==> config.mk <==
export PLATFORM = sky130hd
export DESIGN_NAME = uio_uart_tx_bridge
export DESIGN_NICKNAME = d
export VERILOG_FILES = /design/src/rtl/uio_uart_tx_bridge.sv
export SDC_FILE = /design/constraint.sdc
export NUM_CORES = 1
export LEC_CHECK = 0
export CAP_MARGIN = 0
export CORE_UTILIZATION = 48
export CTS_CLUSTER_DIAMETER = 30
export DETAILED_ROUTE_END_ITERATION = 10
export PLACE_DENSITY = 0.66
export SLEW_MARGIN = 5
export SYNTH_ARGS = -nofsm -noshare
export SYNTH_HDL_FRONTEND = slang
export SYNTH_SLANG_ARGS = --single-unit
export TNS_END_PERCENT = 30
==> constraint.sdc <==
create_clock -name clk -period 2.54 [get_ports clk]
set_clock_uncertainty 0.1 [all_clocks]
set_input_delay 0.381 -clock clk [delete_from_list [all_inputs] [get_ports clk]]
set_output_delay 0.381 -clock clk [all_outputs]
set_load 0.005 [all_outputs]
==> src/rtl/uio_uart_tx_bridge.sv <==
// uio_uart_tx_bridge: accepts 20-bit words from the fabric into a small FIFO and
// transmits each as three 8N1 UART bytes (low byte first, top nibble last)
// on a single pad bit, with pad output-enable and sticky overflow reporting.
module uio_uart_tx_bridge #(
  parameter int CLKS_PER_BIT = 16,
  parameter int FIFO_DEPTH   = 4
) (
  input  logic        clk,
  input  logic        rst_n,
  input  logic [19:0] word_i,
  input  logic        word_valid_i,
  output logic        word_ready_o,
  output logic        tx_o,
  output logic        tx_oeb_o,
  output logic        busy_o,
  output logic        overflow_o,
  input  logic        clear_overflow_i
);

  localparam int          AW        = $clog2(FIFO_DEPTH);
  localparam logic [15:0] BAUD_LAST = 16'(CLKS_PER_BIT - 1);
  localparam logic [AW:0] PTR_ONE   = {{AW{1'b0}}, 1'b1};

  typedef enum logic [1:0] {
    IDLE  = 2'd0,
    START = 2'd1,
    DATA  = 2'd2,
    STOP  = 2'd3
  } state_t;

  // ---------------------------------------------------------------------------
  // Registers
  // ---------------------------------------------------------------------------
  state_t      state_q, state_d;
  logic [19:0] hold_q, hold_d;
  logic [1:0]  byte_idx_q, byte_idx_d;
  logic [2:0]  bit_cnt_q, bit_cnt_d;
  logic [15:0] baud_cnt_q, baud_cnt_d;
  logic [AW:0] wr_ptr_q, wr_ptr_d;
  logic [AW:0] rd_ptr_q, rd_ptr_d;
  logic        overflow_q, overflow_d;
  logic        out_en_q, out_en_d;

  logic [19:0] mem [FIFO_DEPTH];

  // ---------------------------------------------------------------------------
  // FIFO status and handshake
  // ---------------------------------------------------------------------------
  logic       fifo_empty;
  logic       fifo_full;
  logic       push;
  logic       pop;
  logic       baud_last;
  logic [7:0] cur_byte;
  logic       tx_bit;

  // The extra pointer bit distinguishes full from empty when the index bits match.
  assign fifo_empty = (wr_ptr_q == rd_ptr_q);
  assign fifo_full  = (wr_ptr_q[AW] != rd_ptr_q[AW]) &&
                      (wr_ptr_q[AW-1:0] == rd_ptr_q[AW-1:0]);

  // Readiness ignores a same-cycle pop so that the ready path stays short.
  assign word_ready_o = out_en_q & ~fifo_full;
  assign push         = word_valid_i & word_ready_o;
  assign tx_oeb_o     = ~out_en_q;
  assign overflow_o   = overflow_q;
  assign busy_o       = (state_q != IDLE) | ~fifo_empty;
  assign baud_last    = (baud_cnt_q == BAUD_LAST);
  assign tx_o         = tx_bit;

  // Select the byte of the held word currently on the line.
  always_comb begin
    cur_byte = 8'h00;
    case (byte_idx_q)
      2'd0:    cur_byte = hold_q[7:0];
      2'd1:    cur_byte = hold_q[15:8];
      default: cur_byte = {4'b0000, hold_q[19:16]};
    endcase
  end

  // Pointer, overflow and output-enable next-state logic.
  always_comb begin
    wr_ptr_d   = wr_ptr_q;
    rd_ptr_d   = rd_ptr_q;
    overflow_d = overflow_q;
    out_en_d   = 1'b1;
    if (push) begin
      wr_ptr_d = wr_ptr_q + PTR_ONE;
    end
    if (pop) begin
      rd_ptr_d = rd_ptr_q + PTR_ONE;
    end
    // A new drop wins over a clear in the same cycle.
    if (word_valid_i && !word_ready_o) begin
      overflow_d = 1'b1;
    end else if (clear_overflow_i) begin
      overflow_d = 1'b0;
    end
  end

  // Transmit FSM: next state, counters, hold register and line level.
  always_comb begin
    state_d    = state_q;
    hold_d     = hold_q;
    byte_idx_d = byte_idx_q;
    bit_cnt_d  = bit_cnt_q;
    baud_cnt_d = baud_cnt_q;
    pop        = 1'b0;
    tx_bit     = 1'b1;
    case (state_q)
      IDLE: begin
        tx_bit = 1'b1;
        if (!fifo_empty) begin
          pop        = 1'b1;
          hold_d     = mem[rd_ptr_q[AW-1:0]];
          byte_idx_d = 2'd0;
          bit_cnt_d  = 3'd0;
          baud_cnt_d = 16'd0;
          state_d    = START;
        end
      end
      START: begin
        tx_bit = 1'b0;
        if (baud_last) begin
          baud_cnt_d = 16'd0;
          bit_cnt_d  = 3'd0;
          state_d    = DATA;
        end else begin
          baud_cnt_d = baud_cnt_q + 16'd1;
        end
      end
      DATA: begin
        tx_bit = cur_byte[bit_cnt_q];
        if (baud_last) begin
          baud_cnt_d = 16'd0;
          if (bit_cnt_q == 3'd7) begin
            bit_cnt_d = 3'd0;
            state_d   = STOP;
          end else begin
            bit_cnt_d = bit_cnt_q + 3'd1;
          end
        end else begin
          baud_cnt_d = baud_cnt_q + 16'd1;
        end
      end
      STOP: begin
        tx_bit = 1'b1;
        if (baud_last) begin
          baud_cnt_d = 16'd0;
          bit_cnt_d  = 3'd0;
          // Bytes of one word run back to back; the last returns to IDLE for one cycle.
          if (byte_idx_q < 2'd2) begin
            byte_idx_d = byte_idx_q + 2'd1;
            state_d    = START;
          end else begin
            state_d = IDLE;
          end
        end else begin
          baud_cnt_d = baud_cnt_q + 16'd1;
        end
      end
      default: begin
        state_d = IDLE;
      end
    endcase
  end

  // FIFO storage; contents need no reset because the pointers define validity.
  always_ff @(posedge clk) begin
    if (push) begin
      mem[wr_ptr_q[AW-1:0]] <= word_i;
    end
  end

  // State and control registers; reset returns the line to idle immediately.
  always_ff @(posedge clk or negedge rst_n) begin
    if (!rst_n) begin
      state_q    <= IDLE;
      hold_q     <= 20'h00000;
      byte_idx_q <= 2'd0;
      bit_cnt_q  <= 3'd0;
      baud_cnt_q <= 16'd0;
      wr_ptr_q   <= '0;
      rd_ptr_q   <= '0;
      overflow_q <= 1'b0;
      out_en_q   <= 1'b0;
    end else begin
      state_q    <= state_d;
      hold_q     <= hold_d;
      byte_idx_q <= byte_idx_d;
      bit_cnt_q  <= bit_cnt_d;
      baud_cnt_q <= baud_cnt_d;
      wr_ptr_q   <= wr_ptr_d;
      rd_ptr_q   <= rd_ptr_d;
      overflow_q <= overflow_d;
      out_en_q   <= out_en_d;
    end
  end

endmodule

Yosys cells after proc, flatten, opt, wreduce, memory -nomap -nowiden
Memory sizes are Yosys's and may differ from the RTL's. A register that Yosys moved wholly into a read port is not among the register bits.
Index checks and enable logic that the tools add are counted.
- register bits after elaboration: 31
- output and inout bits: 5
- RAM bits: 80
- logic and storage cells: 83
- input bits: 24
- memories kept: 1
- eq/ne operators: 16
- $lt $le $gt $ge: 2
- add/sub/neg operators: 5
- reductions and logical operators: 16
- muxes and demuxes: 29
- bitwise logic cells: 6
- memories (memory ; depth ; width ; read ports ; clocked after memory_dff ; write ports ; RTL line ; source):
    mem ; 4 ; 20 ; 1 ; 1 ; 1 ; 44 ; logic [19:0] mem [FIFO_DEPTH];
- operators with widths (operator ; count):
    $mux W16 ; 2
    $pmux W16 S2 ; 1
    $add A16 B1 Y16 const B ; 1
    $eq A16 B4 Y1 const B ; 1
    $mux W2 ; 8
    $pmux W8 S2 ; 1
    $mux W3 ; 4
    $ne A2 B2 Y1 const B ; 6
    $add A3 B1 Y3 const B ; 3
    $pmux W3 S3 ; 1
    $mux W1 ; 8
    $pmux W2 S4 ; 1
    $reduce_bool A2 Y1 ; 3
    $reduce_and A5 Y1 ; 1
    $eq A2 B1 Y1 const B ; 2
    $eq A2 B2 Y1 const B ; 2
    $logic_not A2 Y1 ; 2
    $lt A3 B4 Y1 const B ; 1
    $pmux W2 S2 ; 1
    $reduce_and A4 Y1 ; 1
    $reduce_or A2 Y1 ; 2
    $bmux W1 S3 ; 1
    $eq A3 B3 Y1 ; 1
    $eq A3 B3 Y1 const B ; 1
    other kinds (14) ; 19

Logic depth before layout (Yosys ltp)
Gate-level depths: netlist of run 1.
- word-level depth: 7
- mapped depth: 8
- depth with buffers taken out: 7

Least setup slack after synthesis of run 1
Ideal clock, no wire load.
- kind: flip-flop to output port
- from: reg byte_idx_q[0]
- to: out tx_o
- buffers on the path: 1
- arrival time: 1.675 ns
- cell stages (with the launch flop): 9
- data required time: 2.059 ns
- path slack: 0.384 ns
- path through: dfrtp_1 > inv_1 > ha_1 > buf_2 > a221oi_1 > a21oi_1 > or4_1 > nand3_1 > a211oi_1
- cells in the longest elaborated chain, start to end: 5
- elaborated cells between the ends (all ways): 6
- classes of those cells: 1 x eq/ne; 4 x mux; 1 x reduce/logical
- RTL lines (item ; RTL line ; source):
    from (decl) ; 36 ; logic [1:0] byte_idx_q, byte_idx_d;
    from (signal assigned) ; 190 ; byte_idx_q <= byte_idx_d;
    $eq A2 B1 Y1 or $logic_not A2 Y1 (tied branches) ; 74 ; case (byte_idx_q)
    $pmux W8 S2 * ; 74 ;
    $bmux W1 S3 * ; 133 ; tx_bit = cur_byte[bit_cnt_q];
    $mux W1 (implied by the code) * ; 133 ;
    $pmux W1 S3 * ; 110 ; case (state_q)
    to (decl) ; 13 ; output logic tx_o,
Mark *: on every way between the ends. The rest lies on a longest branch, timed or not. The select of a mux whose other input is x is not followed.

Worst setup path after layout of run 1
Ends and elaborated chain as after synthesis.

==> results of run 1 <==
-- worst max path at each step --
stage / from / end / slack, ns / cells past startpoint
finish: byte_idx_q[0]$_DFFE_PN0P_ / tx_o / -0.23 / 9
global placement: byte_idx_q[0]$_DFFE_PN0P_ / tx_o / -0.20 / 9
CTS: byte_idx_q[0]$_DFFE_PN0P_ / tx_o / -0.24 / 8
global route: byte_idx_q[0]$_DFFE_PN0P_ / tx_o / -0.31 / 9
floorplan: byte_idx_q[0]$_DFFE_PN0P_ / tx_o / 0.38 / 8
detailed placement: byte_idx_q[0]$_DFFE_PN0P_ / tx_o / -0.27 / 9
-- final cells by class --
cell class,instances,area (µm²),area share
clock inverters,14,136.4,0.02004
inverters,11,41.29,0.006066
clock buffers,18,429.2,0.06305
multi-input cells,208,1884,0.2768
flip-flops and latches,131,3680,0.5406
repair buffers,52,456.7,0.06710
well taps,143,178.9,0.02629
-- where the power goes --
part / total, µW / leakage, µW / switching, µW / internal [µW]
Sequential: 2500 / 0.00136 / 61.9 / 2440
Clock: 2320 / 0.000273 / 886 / 1430
Combinational: 367 / 0.000928 / 202 / 165
-- cells by family (layout without fill, tap and decap cells) --
group,count (synthesis),count (layout)
DFF,131,131
and+or+nand+nor,75,75
AOI/OAI and AO/OA,65,65
muxes,44,44
buffers and inverters,24,95
adders and majority gates,15,15
xor gates and xnor gates,8,8
other,1,1
-- state kept, by name, indices dropped and copies added (netlist names) --
signal / count
bit_cnt_q: 3
overflow_o: 1
state_q: 2
byte_idx_q: 2
rd_ptr_q: 3
baud_cnt_q: 16
out_en_q: 1
wr_ptr_q: 3
hold_q: 20
mem: 80
-- timing repair --
item	4_1_cts	5_1_grt
endpoints found under the setup margin	3	2
pin swaps	1	6
setup buffers	1	3
hold buffers	1	0
gates resized for setup	11	12
hold endpoints to repair	19	0
-- synthesized netlist by cell type (7+ instances only) --
| cell type | n |
|---|---|
| edfxtp_1 | 80 |
| dfrtp_1 | 51 |
| o21ai_0 | 29 |
| nand2_1 | 28 |
| mux2_2 | 22 |
| mux4_2 | 20 |
| ha_1 | 15 |
| inv_1 | 10 |
| a21oi_1 | 9 |
| nand3_1 | 8 |
| buf_2 | 7 |
| nor3_1 | 7 |
-- worst register-to-register path, stage by stage, from the launching register on --
cell and delay, ns:
dfrtp_1 0.40, ha_1 0.26, and4b_1 0.24, a41o_2 0.34, nor2_2 0.40, nand3_1 0.15, o21ai_0 0.18
-- metrics by stage --
step | setup TNS (ns) | hold WS [ns] | cells
floorplan | 0 | -0.01459 | 363
global placement | -0.2036 | 0.2617 | 540
detailed placement | -0.2681 | 0.2758 | 540
CTS | -0.2393 | 0.3644 | 574
global route | -0.3065 | 0.4164 | 577
finish | -0.2336 | 0.3529 | 577
-- per-layer routing --
metal	global-route usage	part of all wire	vias to the layer above	wire length, µm
met4	0.08571	0.022	0	235
met5	0	0	-	0
met1	0.2460	0.43	1663	4591
li1	-	-	1537	-
met2	0.3205	0.50	80	5356
met3	0.05987	0.040	21	426
==> summary.md, run 1 <==
| Metric | Value |
|---|---|
| Status | `finished, violations left` |
| Failing checks | `setup timing` |
| Syn Area/Cell | `15.41 µm²` |
| Dpl hpwl | `6668 µm` |
| WL/cell | `18.39 µm` |
| Initial antenna violation count | `0` |
| Largest family of logic cells by synthesized area | `multiplexers` |
| Post-route ant nets | `0` |
| Top cells by area, synth | `edfxtp_1, dfrtp_1, mux4_2` |
| Area Overhead vs Synth | `21.65%` |
| Drt drc | `0` |
| Hold WC Path Type | `in2async` |
| R2R Setup Slk | `0.38 ns` |
| Final Hold Viols | `0` |
| R2r endpoint | `baud_cnt_q[14]$_DFFE_PN0P_` |
| Peak supply drop | `roughly 0.67 mV` |
| Final Max Slew Viols | `0` |
| DP Area | `6123 µm²` |
| Commonest cells after routing, fill and taps aside | `edfxtp_1, dfrtp_1, o21ai_0` |
| Mux contribution to synthesized area | `0.1284` |
| Maximum clock insertion buffer count | `2` |
| Die span in x | `110.0 µm` |
| Setup CP Type | `reg2out` |
| Critical path required time | `2.06 ns` |
| Fmax | `0.3605 GHz` |
| EDFF count, synth | `80` |
| Crit-path cells | `inv_2 > ha_4 > buf_6 > a221oi_2 > a21oi_1 > or4_1 > nand3_2 > a211oi_2 > buf_2` |
| RSZ-0062 raised after global routing | `yes` |
| Post-Synth Simple-Gate Area | `0.07446` |
| Syn_nets | `~400` |
| Die Ht | `110.0 µm` |
| Core area | `11370 µm²` |
| Clk pin slew, worst setup/hold paths | `0.06 ns` |
| Proportion of layout cells with a drive suffix above 1 | `0.2788` |
| Clk sinks | `approximately 130` |
| Critical path's top delay family | `simple AND/OR/NAND/NOR gates` |
| Num rows | `39` |
| Initial Util | `0.4921` |
| Worst Reg-to-Reg Cells | `6` |
| Top cell type's share of synthesized area | `0.4293` |
| Port Buffers | `28` |
| Cts bufs inserted | `17` |
| Final Setup Violations | `1` |
| Yosys top cell by area | `edfxtp_1` |
| CP max stage cell | `or4_1` |
| Synthesized cell area | `5595 µm²` |
| Design area | `6807 µm²` |
| Iter 0 DRT Violations | `250` |
| # IOs | `29` |
| Gr ovfl total | `0` |
| Fill count | `852` |
| Cells after Synth | `363` |
| CTS H-tree depth | `4` |
| Ys Warns | `0` |
| Via count | `roughly 3300` |
| Most common cell after layout, fill and taps aside | `edfxtp_1` |
| P per Cell Area | `762.0 nW/µm²` |
| Number of synthesized register bits | `around 130` |
| GP Congestion | `0.8450` |
| Critical path fanouts, max | `3` |
| Sequential area share after synthesis | `0.6574` |
| CP arrival | `2.29 ns` |
| Post-place setup slack | `-0.2681 ns` |
| Static leakage | `0.002566 µW` |
| Setup ws final | `-0.2336 ns` |
| CP Launch Type | `flop` |
| Largest stage delay, worst path | `0.54 ns` |
| Clock latency on the worst-skew pair | `between 0.4 and 0.5 ns` |
| Max Cap Viol | `0` |
| Distinct cells, synth | `49` |
| Final Power | `approximately 5200 µW` |
| Primary FF master, synth | `edfxtp_1` |
| Final worst path period share | `1.092` |
| Ant. Diodes | `0` |
| Number of global-route vias before repair | `between 3000 and 4000` |
| Minimum clock period | `2.774 ns` |
| Crit Reg-Reg Startpoint | `baud_cnt_q[0]$_DFFE_PN0P_` |
| First-pass GRT wire length | `16950 µm` |
| Vias per std cell | `5.721` |
| Pre-Repair DR Iteration Count | `4` |
| Synth Area in Adders | `0.03354` |
| Final Util | `0.5987` |
| Die area | `12090 µm²` |
| Gr usage total | `0.1979` |
| Root buffer cell | `clkbuf_16` |
| Synth Area in Compound Gates | `0.07335` |
| NumNets Final | `460` |
| CTS tree | `built` |
| CP endpoint kind | `output pin` |
| Post-Route WL | `10610 µm` |
| Xor/xnor cell area share of the yosys netlist | `0.01252` |
| CP bufs+invs | `3` |
| Async S/R FF share, synth | `0.3893` |
| Largest net degree at the start of global routing | `24` |
Note: power is estimated with default switching activity, not from simulation.
==> inputs of run 2 (changes only) <==
- SLEW_MARGIN: 5 -> 40
==> results of run 2 <==
Same layout as run 1: the final DEF is identical, and so are final timing and power.
